**config.mk**
```make
export PLATFORM = sky130hd
export DESIGN_NAME = leb128_dec_stream
export DESIGN_NICKNAME = d
export VERILOG_FILES = /design/src/rtl/leb128_pkg.sv /design/src/rtl/leb128_out_slot.sv /design/src/rtl/leb128_dec_stream.sv
export SDC_FILE = /design/constraint.sdc
export NUM_CORES = 1
export LEC_CHECK = 0
export BUFFER_PORTS_ARGS = -buffer_cell sky130_fd_sc_hd__buf_2
export CORE_MARGIN = 4
export CORE_UTILIZATION = 40
export DETAILED_ROUTE_END_ITERATION = 8
export MAX_ROUTING_LAYER = met4
export PLACE_DENSITY = 0.56
export SYNTH_ARGS = -nofsm -noshare
export SYNTH_HDL_FRONTEND = slang
export SYNTH_SLANG_ARGS = --single-unit
```
**constraint.sdc**
```tcl
create_clock -name clk -period 6.8 [get_ports clk]
set_input_delay 1.02 -clock clk [delete_from_list [all_inputs] [get_ports clk]]
set_output_delay 1.02 -clock clk [all_outputs]
set_load 0.005 [all_outputs]
```
**src/rtl/leb128_pkg.sv**
```systemverilog
// Shared LEB128 definitions: byte-count and length-width helpers, state enum, glue bit.
// Common to the parallel unpacker, the streaming decoder and the encoder.
package leb128_pkg;

  typedef enum logic {
    ACC  = 1'b0,
    SKIP = 1'b1
  } leb_state_e;

  localparam int GLUE_BIT = 7;

  function automatic int leb128_max_bytes(input int width);
    return (width + 6) / 7;
  endfunction

  function automatic int leb128_len_w(input int width);
    return $clog2(leb128_max_bytes(width) + 1);
  endfunction

endpackage

```
**src/rtl/leb128_out_slot.sv**
```systemverilog
// Single-entry valid/ready output register carrying a decoded word, its length and error flag.
// A new word may be loaded in the same cycle the held word is popped.
module leb128_out_slot
  import leb128_pkg::*;
#(
  parameter int W     = 64,
  parameter int LEN_W = 4
) (
  input  logic             clk,
  input  logic             rstn,
  input  logic             i_load,
  input  logic [W-1:0]     i_data,
  input  logic [LEN_W-1:0] i_len,
  input  logic             i_err,
  input  logic             i_ready,
  output logic             o_valid,
  output logic [W-1:0]     o_data,
  output logic [LEN_W-1:0] o_len,
  output logic             o_err
);

  logic             r_valid;
  logic [W-1:0]     r_data;
  logic [LEN_W-1:0] r_len;
  logic             r_err;

  always_ff @(posedge clk or negedge rstn) begin
    if (!rstn) begin
      r_valid <= 1'b0;
      r_data  <= '0;
      r_len   <= '0;
      r_err   <= 1'b0;
    end else if (i_load) begin
      r_valid <= 1'b1;
      r_data  <= i_data;
      r_len   <= i_len;
      r_err   <= i_err;
    end else if (i_ready) begin
      r_valid <= 1'b0;
    end
  end

  assign o_valid = r_valid;
  assign o_data  = r_data;
  assign o_len   = r_len;
  assign o_err   = r_err;

endmodule

```
**src/rtl/leb128_dec_stream.sv**
```systemverilog
// Byte-serial LEB128 decoder: accumulates 7-bit chunks into a W-bit word, flags overflow/overrun.
// Define LEB128_SIGNED_EN to add the in_signed port and SLEB128 sign extension.
//
// state | meaning
// ACC   | accumulating chunks of the current value; r_idx = bytes already taken
// SKIP  | after an overrun, discarding bytes up to and including the next terminal byte
module leb128_dec_stream
  import leb128_pkg::*;
#(
  parameter  int W         = 64,
  localparam int MAX_BYTES = leb128_max_bytes(W),
  localparam int LEN_W     = leb128_len_w(W)
) (
  input  logic             clk,
  input  logic             rstn,
  input  logic             in_valid,
  output logic             in_ready,
  input  logic [7:0]       in_data,
`ifdef LEB128_SIGNED_EN
  input  logic             in_signed,
`endif
  output logic             out_valid,
  input  logic             out_ready,
  output logic [W-1:0]     out_data,
  output logic [LEN_W-1:0] out_len,
  output logic             out_err
);

  localparam int EXT_W = 7 * MAX_BYTES;

  leb_state_e       r_state;
  logic [LEN_W-1:0] r_idx;
  logic [W-1:0]     r_acc;
`ifdef LEB128_SIGNED_EN
  logic             r_signed;
`endif

  logic [6:0]       w_chunk;
  logic             w_glue;
  logic [EXT_W-1:0] w_shift;
  logic [W-1:0]     w_merged;
  logic [7:0]       w_bitpos;
  logic [W-1:0]     w_fill;
  logic [W-1:0]     w_word;
  logic             w_sgn_val;
  logic             w_ovf;
  logic             w_last;
  logic             w_acc_state;
  logic             w_accept;
  logic             w_load;
  logic [W-1:0]     w_load_data;
  logic [LEN_W-1:0] w_load_len;
  logic             w_load_err;

  always_comb begin
    w_chunk  = in_data[6:0];
    w_glue   = in_data[GLUE_BIT];
    w_shift  = EXT_W'(w_chunk) << (7 * r_idx);
    w_merged = r_acc | w_shift[W-1:0];
    w_bitpos = 8'(7 * (int'(r_idx) + 1));
    w_fill   = {W{1'b1}} << w_bitpos;
`ifdef LEB128_SIGNED_EN
    w_sgn_val = (r_idx == '0) ? in_signed : r_signed;
`else
    w_sgn_val = 1'b0;
`endif
    w_word = (w_sgn_val & w_chunk[6]) ? (w_merged | w_fill) : w_merged;
    // Encoded bits above W must be zero (unsigned) or copies of the result sign (signed).
    w_ovf = 1'b0;
    for (int j = W; j < EXT_W; j++) begin
      if (j < int'(w_bitpos)) begin
        w_ovf = w_ovf | (w_sgn_val ? (w_shift[j] != w_word[W-1]) : w_shift[j]);
      end
    end
  end

  assign w_last      = (r_idx == LEN_W'(MAX_BYTES - 1));
  assign w_acc_state = (r_state == ACC);
  assign in_ready    = !w_acc_state | !out_valid | out_ready;
  assign w_accept    = in_valid & in_ready;
  assign w_load      = w_accept & w_acc_state & (!w_glue | w_last);
  // An overrun word carries the raw truncated chunks, never sign fill.
  assign w_load_data = w_glue ? w_merged : w_word;
  assign w_load_len  = r_idx + 1'b1;
  assign w_load_err  = w_glue | w_ovf;

  always_ff @(posedge clk or negedge rstn) begin
    if (!rstn) begin
      r_state  <= ACC;
      r_idx    <= '0;
      r_acc    <= '0;
`ifdef LEB128_SIGNED_EN
      r_signed <= 1'b0;
`endif
    end else if (w_accept) begin
      case (r_state)
        ACC: begin
`ifdef LEB128_SIGNED_EN
          r_signed <= w_sgn_val;
`endif
          if (!w_glue) begin
            r_idx <= '0;
            r_acc <= '0;
          end else if (w_last) begin
            r_idx   <= '0;
            r_acc   <= '0;
            r_state <= SKIP;
          end else begin
            r_idx <= r_idx + 1'b1;
            r_acc <= w_merged;
          end
        end
        SKIP: begin
          if (!w_glue) r_state <= ACC;
        end
        default: r_state <= ACC;
      endcase
    end
  end

  leb128_out_slot #(
    .W     (W),
    .LEN_W (LEN_W)
  ) u_out_slot (
    .clk     (clk),
    .rstn    (rstn),
    .i_load  (w_load),
    .i_data  (w_load_data),
    .i_len   (w_load_len),
    .i_err   (w_load_err),
    .i_ready (out_ready),
    .o_valid (out_valid),
    .o_data  (out_data),
    .o_len   (out_len),
    .o_err   (out_err)
  );

endmodule

```
Word level (Yosys, flattened, before mapping)
Cells that the tools add are included.
{ "op_classes": {"magnitude_cmp": 6, "mul": 2, "bitwise_logic": 14, "addsub": 2, "n_div": 0, "shift": 1, "n_mux": 16, "n_reduce_logical": 4, "n_eq_ne": 1} }
{ "op_table": {"columns": ["op", "n"], "rows": [
  ["$mux 64", 2],
  ["$shl 7x7->70", 1],
  ["$or 64x64->64", 1],
  ["$lt 7x8->1 const A", 6],
  ["$mux 1", 11],
  ["$or 1x1->1", 9],
  ["$mul 3x5->8 const A", 1],
  ["$mux 4", 2],
  ["$mul 3x4->7 const A", 1],
  ["$add 4x1->5 const B", 1],
  ["$add 4x1->4 const B", 1],
  ["$eq 4x4->1 const B", 1],
  ["$and 1x1->1", 3],
  ["$logic_not 1->1", 2],
  ["$pmux 1 s2", 1],
  ["$reduce_and 2->1", 1],
  ["$reduce_bool 2->1", 1],
  ["$not 1->1", 1]
]} }
{ "totals": {"word_cells": 53, "memories": 0, "rom_bits": 0, "ram_bits": 0, "regBits": 139, "inputBits": 12, "output_inout_bits": 71, "latch_bits": 0} }

Depth between registers and ports, before layout
Gate-level depths: netlist of the first run.
{ "logic_depth": {"word_depth": 15, "ltp_mapped": 12, "depth_no_buf": 11} }

Hierarchy
From an unflattened synthesis of the first run, not the netlist that was laid out.
{ "unflattened": {"cells_unflattened": 557, "hier_area_um2": 6807.8} }
{ "by_module_without_submodules": {"columns": ["module", "instances", "cells_each", "seq_area_each_um2", "area_each_um2"], "rows": [
  ["leb128_dec_stream", 1, 408, 1726.7, 3857.4],
  ["leb128_out_slot", 1, 149, 1751.7, 2950.3]
]} }

Worst setup path before layout of the first run
No wires, ideal clock.
{ "synth_path": {"path_type": "reg2reg", "start": "reg r_idx[0]", "end": "reg u_out_slot.r_err, in the netlist u_out_slot.o_err", "path_buffers": 1, "path_slack_ns": 3.543, "setup_time_ns": 0.120, "arrival_ns": 3.137, "t_required_ns": 6.680, "stages_incl_launch_ff": 12, "synth_period_minus_slack_ns": 3.257, "cell_sequence": "dfrtp_1 clkbuf_1 inv_1 ha_1 inv_1 fa_1 inv_1 fa_1 a21o_1 a2111oi_0 a31oi_1 o211a_1"} }
{ "synth_via": {"elab_chain_len": 15, "elab_cells_between_ends": 25, "cone_classes": "add/sub: 1; mul: 2; order compare: 6; eq/ne: 1; shift: 1; mux: 6; bitwise: 8"} }
{ "synth_rtl": {"columns": ["item", "line_no", "rtl"], "rows": [
  ["from (decl)", "leb128_dec_stream.sv:32", "logic [LEN_W-1:0] r_idx;"],
  ["from (signal assigned)", "leb128_dec_stream.sv:109", "r_idx <= r_idx + 1'b1;"],
  ["$add 4x1->5", "leb128_dec_stream.sv:60", "w_bitpos = 8'(7 * (int'(r_idx) + 1));"],
  ["$mul 3x5->8", "leb128_dec_stream.sv:60", null],
  ["$lt 7x8->1", "leb128_dec_stream.sv:71", "if (j < int'(w_bitpos)) begin"],
  ["$mux 1", "leb128_dec_stream.sv:71", null],
  ["$or 1x1->1", "leb128_dec_stream.sv:72", "w_ovf = w_ovf | (w_sgn_val ? (w_shift[j] != w_word[W-1]) : w_shift[j]);"],
  ["$mux 1", "leb128_dec_stream.sv:71", null],
  ["$or 1x1->1", "leb128_dec_stream.sv:72", null],
  ["$mux 1", "leb128_dec_stream.sv:71", null],
  ["$or 1x1->1", "leb128_dec_stream.sv:72", null],
  ["$mux 1", "leb128_dec_stream.sv:71", null],
  ["$or 1x1->1", "leb128_dec_stream.sv:72", null],
  ["$mux 1", "leb128_dec_stream.sv:71", null],
  ["$or 1x1->1", "leb128_dec_stream.sv:72", null],
  ["$mux 1", "leb128_dec_stream.sv:71", null],
  ["$or 1x1->1", "leb128_dec_stream.sv:85", "assign w_load_err = w_glue | w_ovf;"],
  ["to (signal assigned)", "leb128_out_slot.sv:37", "r_err <= i_err;"],
  ["to (decl)", "leb128_out_slot.sv:25", "logic r_err;"]
]} }
Parallel ways exist; a longest one is shown, timed or not.
A chain may end at the register's enable or synchronous reset.

Worst setup path in the final report of the first run
Ends and elaborated chain as after synthesis.

==> results.md, run 1 <==
* Worst Tran Pin Value at 0.947 ns
* Post-Syn Nets at 657
* Max VDD drop at 0.173 mV
* R2R Path Start: r_idx[0]
* Commonest cells after routing, fill and taps aside: dfrtp_1 (139), a21oi_1 (133), buf_2 (81)
* WP data required at 7.11 ns
* Critical path's slowest cell: dfrtp_1
* Port Buffers at 82
* Initial antenna violation count at 0
* Initial Utilization at 0.409
* # diodes at 0
* Warnings from Yosys at 0
* Pwr/cell area at 329 nW/um^2
* Crit path largest cell delay at 0.54 ns
* I/O pin cnt at 83
* Fillers at 1399
* Drt first pass iters at 5
* Max-cap viol count at 0
* Sink Count at 139
* Mapped Area at 5970 um^2
* P_leak at 3.46 nW
* Final Max Tran Viols at 0
* Root buffer cell: clkbuf_16
* Setup Fix Bufs, Post-CTS at 0
* Maximum buffer depth of the clock tree at 2
* Startpoint types: flip-flop
* Chip Width at 130 um
* Vias in the first global route at 4613
* Post-synth EDFFs at 0
* Layout Utilization at 0.482
* DIE HEIGHT at 130 um
* Final WL at 14800 um
* CTS HTree Levels at 4
* CTS tree: yes
* DR vias at 4719
* Status: finished clean
* Post-route insts no fill at 888
* Asr flop ratio synth at 1.00
* Multi-input logic area at 2280 um^2
* Dominant synthesized flop cell: dfrtp_1
* Rows at 44
* Clock latency on the worst-skew pair at 0.42 ns
* Most Frequent Cell on Critical Path: ha_1
* WS Path Type: reg -> reg
* RSZ-0062 raised after global routing: false
* Synthesized instance count at 632
* Fin crit period at 3.46 ns
* Vias per std cell at 5.31
* Core area at 14600 um^2
* Area Growth Syn to Fin at 17.9%
* Routability cong. at 0.888
* CP arrival at 3.77 ns
* Largest net degree at the start of global routing at 88
* First-pass GRT wire length at 24400 um
* Tcrit/Tclk final at 0.509
* Hold Path Class: reg -> reg
* Critical path launch point: r_idx[0]
* Hold_buf cts at 0
* Nets at 717
* Worst clock skew at 0.00557 ns
* HPWL after detailed placement at 9860 um
* Fmax at 0.289 GHz
* GRT Util Overall at 0.191
* Worst slew margin at 0.364
* Overflow after GRT at 0
* Worst-path clk slew at 0.06 ns
* Detailed Route Iter0 Violations at 255
* Crit end category: flip-flop
* Layout cells sized above 1 at 0.172
* Sequential area share after synthesis at 0.583
* Ranking of synthesized cells by area: dfrtp_1 (58%), a21oi_1 (11%), o21ai_0 (6.5%)
* Dominant cell type by area after synthesis: dfrtp_1
* Routed Antenna Nets at 0
* Share of the synthesized area in the top cell type at 0.583
* Netlist cell types at 39
* Die area at 16900 um^2
* Avg Synthesized Cell Area at 9.44 um^2
* Hold path start: u_out_slot.o_data[7]
* Final hold viol count at 0
* Commonest non-fill, non-tap cell in the layout: dfrtp_1
* FF+latch area at 3480 um^2
* PostCTS Resize Cnt at 0
* Remaining DRCs at 0
* Tot Pwr at 2.32 mW
* Register bit total from synthesis at 139
* Total CTS buffers at 17
* Final Setup Violations at 0
* Worst-path fanout max at 16
* Routed WL per cell at 16.7 um
* Final TNS setup at 0 ns
* Cell chain of the critical path: ha_1 -> xnor2_1 -> fa_1 -> inv_1 -> ha_1 -> a21o_1 -> a2111o_1 -> a21oi_1 -> nor4_1 -> o211a_1
* Cell count after placement at 857
final timing paths:
| path | to | slack, ns | cells past startpoint |
|---|---|---|---|
| max reg2reg | u_out_slot.o_err | 3.34 | 10 |
| max in group asynchronous | r_acc[61] | 4.80 | 2 |
| min in group asynchronous | u_out_slot.o_valid | 0.59 | 1 |
| min | u_out_slot.o_data[7] | 0.47 | 2 |
| min reg2reg | u_out_slot.o_data[7] | 0.47 | 2 |
| max | u_out_slot.o_err | 3.34 | 10 |
worst max-delay path: cells and delay by family (launching register included):
family / cells / cell delay (ns)
xor gates and xnor gates: 1 / 0.47
buffers and inverters: 1 / 0.11
DFF: 1 / 0.54
adders and majority gates: 3 / 1.12
AOI/OAI and AO/OA: 4 / 1.04
and+or+nand+nor: 1 / 0.08
cell families (layout without fill, tap and decap cells):
group,after synthesis,in the layout,synth area share
AOI/OAI and AO/OA,227,227,0.198
adders and majority gates,13,13,0.0298
buffers and inverters,54,126,0.0359
DFF,139,139,0.583
and+or+nand+nor,192,192,0.143
xor gates and xnor gates,7,7,0.0103
Yosys cell counts, types with 6 or more instances:
library cell / instances
a21oi_1: 133
buf_1: 8
nand2_1: 75
nor2_1: 73
ha_1: 11
inv_1: 10
o21ai_0: 77
and2_1: 6
dfrtp_1: 139
clkbuf_1: 27
buf_2: 9
nor2b_1: 8
layer usage:
| layer | global-route usage | wire length, um |
|---|---|---|
| met1 | 0.256 | 6930 |
| met2 | 0.286 | 6880 |
| met3 | 0.0409 | 687 |
| met4 | 0.0746 | 316 |
| met5 | - | 0 |
state kept, by name, summed over array words and instances (netlist names):
register / cells
r_acc: 64
u_out_slot.o_data: 64
r_state: 1
u_out_slot.o_len: 4
u_out_slot.o_err: 1
u_out_slot.o_valid: 1
r_idx: 4
report_power, final:
part           switching (mW)  internal, mW
clock network           0.328         0.549
registers              0.0701         0.938
logic                   0.266         0.167
total                   0.663          1.65
through the flow:
| stage | setup WS (ns) | area, um^2 | hold WS, ns |
|---|---|---|---|
| 6_report | 3.34 | 7040 | 0.473 |
| 5_1_grt | 3.08 | 7040 | 0.490 |
| 4_1_cts | 3.33 | 7040 | 0.479 |
| 3_5_place_dp | 3.34 | 6470 | 0.467 |
| 3_3_place_gp | 3.46 | 6470 | 0.458 |
| 2_1_floorplan | 3.54 | 5970 | 0.463 |
area by class of cell:
class | count | share of cell area
inverters | 10 | 0.00533
clock buffers | 26 | 0.0724
flip-flops and latches | 139 | 0.494
repair buffers | 85 | 0.0624
well taps | 184 | 0.0327
clock inverters | 5 | 0.00836
multi-input cells | 439 | 0.325
No activity file was read; power rests on OpenSTA's default activity.
==> run 2, diff against run 1 <==
--- a/config.mk
+++ b/config.mk
@@ -5,12 +5,13 @@
 export SDC_FILE = /design/constraint.sdc
 export NUM_CORES = 1
 export LEC_CHECK = 0
+export ABC_AREA = 1
 export BUFFER_PORTS_ARGS = -buffer_cell sky130_fd_sc_hd__buf_2
 export CORE_MARGIN = 4
 export CORE_UTILIZATION = 40
 export DETAILED_ROUTE_END_ITERATION = 8
 export MAX_ROUTING_LAYER = met4
-export PLACE_DENSITY = 0.56
+export PLACE_DENSITY = 0.58
 export SYNTH_ARGS = -nofsm -noshare
 export SYNTH_HDL_FRONTEND = slang
 export SYNTH_SLANG_ARGS = --single-unit
==> constraint.sdc (replaced) <==
create_clock -name clk -period 2.95 [get_ports clk]
set_input_delay 0.4425 -clock clk [delete_from_list [all_inputs] [get_ports clk]]
set_output_delay 0.4425 -clock clk [all_outputs]
set_load 0.005 [all_outputs]
==> results.md, run 2 <==
* Sink Count at 139 (unchanged)
* P_leak at 3.74 nW (+8.2%)
* # diodes at 0 (unchanged)
* Worst slew margin at 0.507 (+0.143)
* Hold slack at 0.0372 ns (-0.436 ns)
* Startpoint types: flip-flop
* Worst Tran Pin Value at 0.737 ns (-0.210 ns)
* Clock latency on the worst-skew pair at 0.42 ns (about the same)
* Nets at 789 (+10%)
* Hold_buf cts at 0 (unchanged)
* HPWL after detailed placement at 10600 um (+7.2%)
* Drt first pass iters at 5 (unchanged)
* Max-cap viol count at 0 (unchanged)
* Most Frequent Cell on Critical Path: nand2_1
* DIE HEIGHT at 134 um (+2.9%)
* Dominant cell type by area after synthesis: dfrtp_1
* Final TNS setup at 0 ns (unchanged)
* Mapped Area at 6340 um^2 (+6.2%)
* Worst-path clk slew at 0.06 ns (about the same)
* Core area at 15400 um^2 (+5.4%)
* Largest net degree at the start of global routing at 74 (-16%)
* Routability cong. at 0.908 (+2.3%)
* Crit path largest cell delay at 0.44 ns (-0.10 ns)
* Layout Utilization at 0.494 (+0.0114)
* Final hold viol count at 0 (unchanged)
* First-pass GRT wire length at 25500 um (+4.8%)
* Commonest cells after routing, fill and taps aside: dfrtp_1 (137), nand2_1 (109), buf_2 (81)
* CTS tree: yes
* Initial antenna violation count at 0 (unchanged)
* I/O pin cnt at 83 (unchanged)
* Fillers at 1437 (+2.7%)
* Count leader, synth: dfrtp_1
* Ranking of synthesized cells by area: dfrtp_1 (55%), o21ai_2 (6.9%), nand2_1 (6.5%)
* Cell count after placement at 954 (+11%)
* Tot Pwr at 6.83 mW (+190%)
* Rows at 45 (+2.3%)
* Asr flop ratio synth at 1.00 (unchanged)
* Initial Utilization at 0.412 (+0.00329)
* Fin crit period at 2.73 ns (-0.734 ns)
* Post-synth EDFFs at 0 (unchanged)
* Vias in the first global route at 4882 (+5.8%)
* Final WL at 15500 um (+4.5%)
* CTS HTree Levels at 4 (unchanged)
* DR vias at 4969 (+5.3%)
* Avg Synthesized Cell Area at 9.40 um^2 (-0.41%)
* Final instance area at 7590 um^2 (+7.9%)
* Fmax at 0.367 GHz (+27%)
* Final Setup Violations at 0 (unchanged)
* Root buffer cell: clkbuf_16
* Port Buffers at 82 (unchanged)
* Dominant synthesized flop cell: dfrtp_1
* Final setup margin at 0.222 ns (-3.12 ns)
* Pre-CTS setup slack at 0.128 ns (-3.21 ns)
* Area Growth Syn to Fin at 19.8%
* Worst Path Buf+Inv at 5 (+4)
* Synth cell count leaders: dfrtp_1 (139), nand2_1 (109), nor2_1 (81)
* Crit end category: flip-flop
* Netlist cell types at 30 (-23%)
* Sequential area share after synthesis at 0.549 (-0.0341)
* Tcrit/Tclk final at 0.925 (+0.416)
* CP arrival at 3.04 ns (-0.73 ns)
* Detailed Route Iter0 Violations at 381 (+49%)
* Maximum buffer depth of the clock tree at 2 (unchanged)
* Share of the synthesized area in the top cell type at 0.549 (-0.0341)
* Dpl cell area at 6950 um^2 (+7.4%)
* Die area at 17900 um^2 (+5.8%)
* Total CTS buffers at 17 (unchanged)
* Layout cells sized above 1 at 0.272 (+0.0997)
* Register bit total from synthesis at 139 (unchanged)
* Post-route insts no fill at 988 (+11%)
* Routed Antenna Nets at 0 (unchanged)
* Final Max Tran Viols at 0 (unchanged)
* Post-Syn Nets at 699 (+6.4%)
* Overflow after GRT at 0 (unchanged)
* Synthesized instance count at 674 (+6.6%)
* Routed WL per cell at 15.7 um (-6.1%)
* Status: finished clean
* Worst clock skew at 0.00796 ns (+0.00239 ns)
* Max VDD drop at 0.502 mV (+190%)
* Hold Path Class: in -> async
* Vias per std cell at 5.03 (-5.4%)
* Remaining DRCs at 0 (unchanged)
* WS Path Type: reg -> reg
* Commonest non-fill, non-tap cell in the layout: dfrtp_1
* Family with the most delay on the worst path: adder cells
* Pwr/cell area at 900 nW/um^2 (+170%)
* RSZ-0062 raised after global routing: false
* Warnings from Yosys at 0 (unchanged)
* Worst-path fanout max at 6 (-10)
* Critical path's slowest cell: dfrtp_2
* Cell chain of the critical path: ha_2 -> nand2_1 -> inv_1 -> nor2_2 -> inv_1 -> buf_4 -> xor2_1 -> inv_1 -> ha_1 -> ha_4 -> inv_1 -> nand2_1 -> nand2_1 -> nand2_1 -> nand2_1 -> nor2_1 -> nand2_1 -> nand2_1 -> nand3_1 -> nand2_1 -> a21oi_2
* Chip Width at 134 um (+2.9%)
* GRT Util Overall at 0.184 (-0.00766)
* WP data required at 3.26 ns (-3.85 ns)
## run 2: changes by cell type in the layout (fill, tap and decap cells not counted), sizes merged, moves of 4 or more
cell,delta
a21oi,-70
and2,-6
buf,+22
inv,+39
nand2,+38
nand2b,-4
nand3,+11
nand4,-5
nor2,+12
nor2b,-8
nor3,+8
o21ai,+54
## run 2: worst paths after layout
path | startpoint | slack (ns) | cells past startpoint | endpoint
worst max-delay path | r_idx[0] | 0.22 | 21 | u_out_slot.o_err
worst min-delay path | rstn | 0.04 | 1 | r_acc[10]
worst max register to register | r_idx[0] | 0.22 | 21 | u_out_slot.o_err
worst min register to register | u_out_slot.o_data[10] | 0.47 | 2 | u_out_slot.o_data[10]
max in group asynchronous | rstn | 2.22 | 2 | u_out_slot.o_data[44]
min in group clk | out_ready | 0.28 | 4 | u_out_slot.o_valid
## run 2: cell type report
type / instances / area [um^2] / area share
clock buffers: 27 / 543 / 0.0715
clock inverters: 5 / 53.8 / 0.00709
inverters: 49 / 191 / 0.0252
multi-input cells: 450 / 2420 / 0.318
flip-flops and latches: 139 / 3480 / 0.459
well taps: 211 / 264 / 0.0348
repair buffers: 107 / 642 / 0.0846
## run 2: worst register-to-register path, stage by stage (launching register included)
cell	delay, ns
dfrtp_2	0.44
ha_2	0.21
nand2_1	0.08
inv_1	0.05
nor2_2	0.10
inv_1	0.08
buf_4	0.15
xor2_1	0.14
inv_1	0.05
ha_1	0.31
ha_4	0.30
inv_1	0.05
nand2_1	0.11
nand2_1	0.07
nand2_1	0.05
nand2_1	0.05
nor2_1	0.09
nand2_1	0.06
nand2_1	0.06
nand3_1	0.06
nand2_1	0.07
a21oi_2	0.05
## run 2: repair_timing
action / 4_1_cts / 5_1_grt
setup buffers: 0 / 2
gates resized for setup: 0 / 10
setup endpoints to repair: 0 / 1
## run 2: cell families after synthesis
logic type / synth area share
AO/OA/AOI/OAI: 0.196
buffers and inverters: 0.0740
adder cells (fa/ha/maj): 0.0280
XOR/XNOR: 0.00415
flip-flops: 0.549
AND/OR/NAND/NOR: 0.149
## run 2: layer usage
metal  GRT usage  vias up  part of all wire
li1            -     2406                 -
met1       0.257     2421              0.48
met2       0.271      128              0.46
met3      0.0431       14             0.048
met4      0.0451        0            0.0089
met5           -        -                 0
## run 2: power by group
group	internal, mW	switching [mW]
registers	2.24	0.189
clock network	1.34	0.785
logic	0.871	1.41
==> run 3, diff against run 2 <==
--- a/config.mk
+++ b/config.mk
@@ -7,11 +7,11 @@
 export LEC_CHECK = 0
 export ABC_AREA = 1
 export BUFFER_PORTS_ARGS = -buffer_cell sky130_fd_sc_hd__buf_2
-export CORE_MARGIN = 4
+export CORE_MARGIN = 5
 export CORE_UTILIZATION = 40
 export DETAILED_ROUTE_END_ITERATION = 8
 export MAX_ROUTING_LAYER = met4
-export PLACE_DENSITY = 0.58
+export PLACE_DENSITY = 0.56
 export SYNTH_ARGS = -nofsm -noshare
 export SYNTH_HDL_FRONTEND = slang
 export SYNTH_SLANG_ARGS = --single-unit
==> constraint.sdc (replaced) <==
create_clock -name clk -period 3.5 [get_ports clk]
set_input_delay 0.525 -clock clk [delete_from_list [all_inputs] [get_ports clk]]
set_output_delay 0.525 -clock clk [all_outputs]
set_load 0.005 [all_outputs]
==> results.md, run 3 (synthesized netlist as in run 2, its figures left out) <==
* R2r setup slk at 0.45 ns (+0.23 ns)
* Total CTS buffers at 17 (unchanged)
* Final Setup Violations at 0 (unchanged)
* Sink Count at 139 (unchanged)
* Critical path's slowest cell: dfrtp_1
* Cell count after placement at 946 (-0.84%)
* Final Max Tran Viols at 0 (unchanged)
* Pre-CTS setup slack at 0.478 ns (+0.350 ns)
* Pwr/cell area at 755 nW/um^2 (-16%)
* Hold Path Class: in -> async
* DR vias at 4896 (-1.5%)
* Nets at 774 (-1.9%)
* Max VDD drop at 0.358 mV (-29%)
* Max-cap viol count at 0 (unchanged)
* Initial Utilization at 0.403 (-0.00896)
* I/O pin cnt at 83 (unchanged)
* Commonest non-fill, non-tap cell in the layout: dfrtp_1
* R2R Path Start: r_idx[2]
* Routability cong. at 0.874 (-3.8%)
* Detailed Route Iter0 Violations at 383 (+0.52%)
* WP data required at 3.81 ns (+0.55 ns)
* Overflow after GRT at 0 (unchanged)
* Tot Pwr at 5.62 mW (-18%)
* Root buffer cell: clkbuf_16
* Drt first pass iters at 4 (-1)
* Fmax at 0.328 GHz (-11%)
* Vias in the first global route at 4818 (-1.3%)
* Worst slew margin at 0.270 (-0.236)
* Largest net degree at the start of global routing at 94 (+27%)
* Routed WL per cell at 15.4 um (-1.4%)
* GRT Util Overall at 0.178 (-0.00586)
* Layout cells sized above 1 at 0.241 (-0.0301)
* Chip Width at 136 um (+1.5%)
* First-pass GRT wire length at 25000 um (-1.9%)
* Crit path largest cell delay at 0.58 ns (+0.14 ns)
* Port Buffers at 82 (unchanged)
* R2R cell count at 20 (-4.8%)
* HPWL after detailed placement at 10600 um (about the same)
* Final WL at 15100 um (-2.4%)
* Worst clock skew at 0.00687 ns (-0.00110 ns)
* # diodes at 0 (unchanged)
* P_leak at 3.67 nW (-1.9%)
* Die area at 18500 um^2 (+3.0%)
* Status: finished clean
* Core area at 15700 um^2 (+2.2%)
* Layout Utilization at 0.474 (-0.0202)
* Startpoint types: flip-flop
* Rows at 46 (+2.2%)
* Cell chain of the critical path: inv_1 -> nor2_2 -> inv_1 -> nor2_2 -> inv_1 -> nand2_1 -> inv_1 -> fa_1 -> inv_1 -> fa_1 -> nand2_1 -> nand2_1 -> nand3_1 -> nand2_1 -> nor2_1 -> nand2_1 -> nand2_1 -> nand3_1 -> nand2_1 -> a21oi_1
* Maximum buffer depth of the clock tree at 2 (unchanged)
* Initial antenna violation count at 0 (unchanged)
* Worst-path fanout max at 9 (+3)
* Vias per std cell at 5.01 (-0.46%)
* Setup Fix Bufs, Post-CTS at 0 (unchanged)
* Crit end category: flip-flop
* WS Path Type: reg -> reg
* Hold_buf cts at 0 (unchanged)
* Tcrit/Tclk final at 0.872 (-0.0532)
* RSZ-0062 raised after global routing: false
* Post-route insts no fill at 978 (-1.0%)
* Final setup margin at 0.450 ns (+0.228 ns)
* CTS tree: yes
* DIE HEIGHT at 136 um (+1.5%)
* Fillers at 1525 (+6.1%)
* Area Growth Syn to Fin at 17.4%
* Worst Tran Pin Value at 1.09 ns (+0.349 ns)
* Worst-path clk slew at 0.06 ns (about the same)
* Final hold viol count at 0 (unchanged)
* Remaining DRCs at 0 (unchanged)
* Fin crit period at 3.05 ns (+0.322 ns)
* CP arrival at 3.36 ns (+0.32 ns)
* Reg-to-reg critical path endpoint: u_out_slot.o_err
* CTS HTree Levels at 4 (unchanged)
* Most Frequent Cell on Critical Path: nand2_1
* Final TNS setup at 0 ns (unchanged)
* Commonest cells after routing, fill and taps aside: dfrtp_1 (139), nand2_1 (109), nor2_1 (81), buf_2 (81), o21ai_0 (65)
* Clock latency on the worst-skew pair at 0.42 ns (about the same)
* PostCTS Resize Cnt at 0 (unchanged)
* Routed Antenna Nets at 0 (unchanged)
## run 3: final cells by class
type                    instances  area, um^2  share of cell area
clock buffers                  25         495              0.0666
clock inverters                 7        87.6              0.0118
inverters                      49         191              0.0257
multi-input cells             450        2390               0.321
flip-flops and latches        139        3480               0.467
well taps                     216         270              0.0363
repair buffers                 92         529              0.0711
## run 3: where the power goes
| part | internal (mW) | total (mW) | switching, mW |
|---|---|---|---|
| Clock | 1.12 | 1.77 | 0.652 |
| Sequential | 1.89 | 2.07 | 0.182 |
| Combinational | 0.645 | 1.78 | 1.14 |
| Total | 3.65 | 5.62 | 1.97 |
## run 3: metal layers
layer  up-vias  routed length (um)  GRT usage
li1       2372                   -          -
met1      2384                6870      0.238
met5         -                   0          -
met3        15                 827     0.0400
met4         0                 218     0.0582
met2       125                7190      0.270
## run 3: per-stage QoR
step	hold WS [ns]	area, um^2
after floorplan	0.229	6340
after global placement	0.462	6860
after detailed placement	0.463	6860
after CTS	0.231	7440
after global routing	0.269	7440
final	0.201	7440
## run 3: worst max path at each step
| stage | end | slack [ns] | from | cells past startpoint |
|---|---|---|---|---|
| 3_3_place_gp | u_out_slot.o_err | 0.57 | r_idx[2] | 20 |
| 6_report | u_out_slot.o_err | 0.45 | r_idx[2] | 20 |
| 5_1_grt | u_out_slot.o_err | 0.18 | r_idx[2] | 20 |
| 3_5_place_dp | u_out_slot.o_err | 0.48 | r_idx[2] | 20 |
| 2_1_floorplan | u_out_slot.o_err | 0.63 | r_idx[2] | 19 |
| 4_1_cts | u_out_slot.o_err | 0.47 | r_idx[2] | 20 |
## run 3: critical path, delay by kind of cell, from the launching register on
family | cells | cell delay [ns]
adder cells (fa/ha/maj) | 2 | 0.97
flip-flops | 1 | 0.58
AO/OA/AOI/OAI | 1 | 0.05
AND/OR/NAND/NOR | 12 | 0.96
buffers and inverters | 5 | 0.38
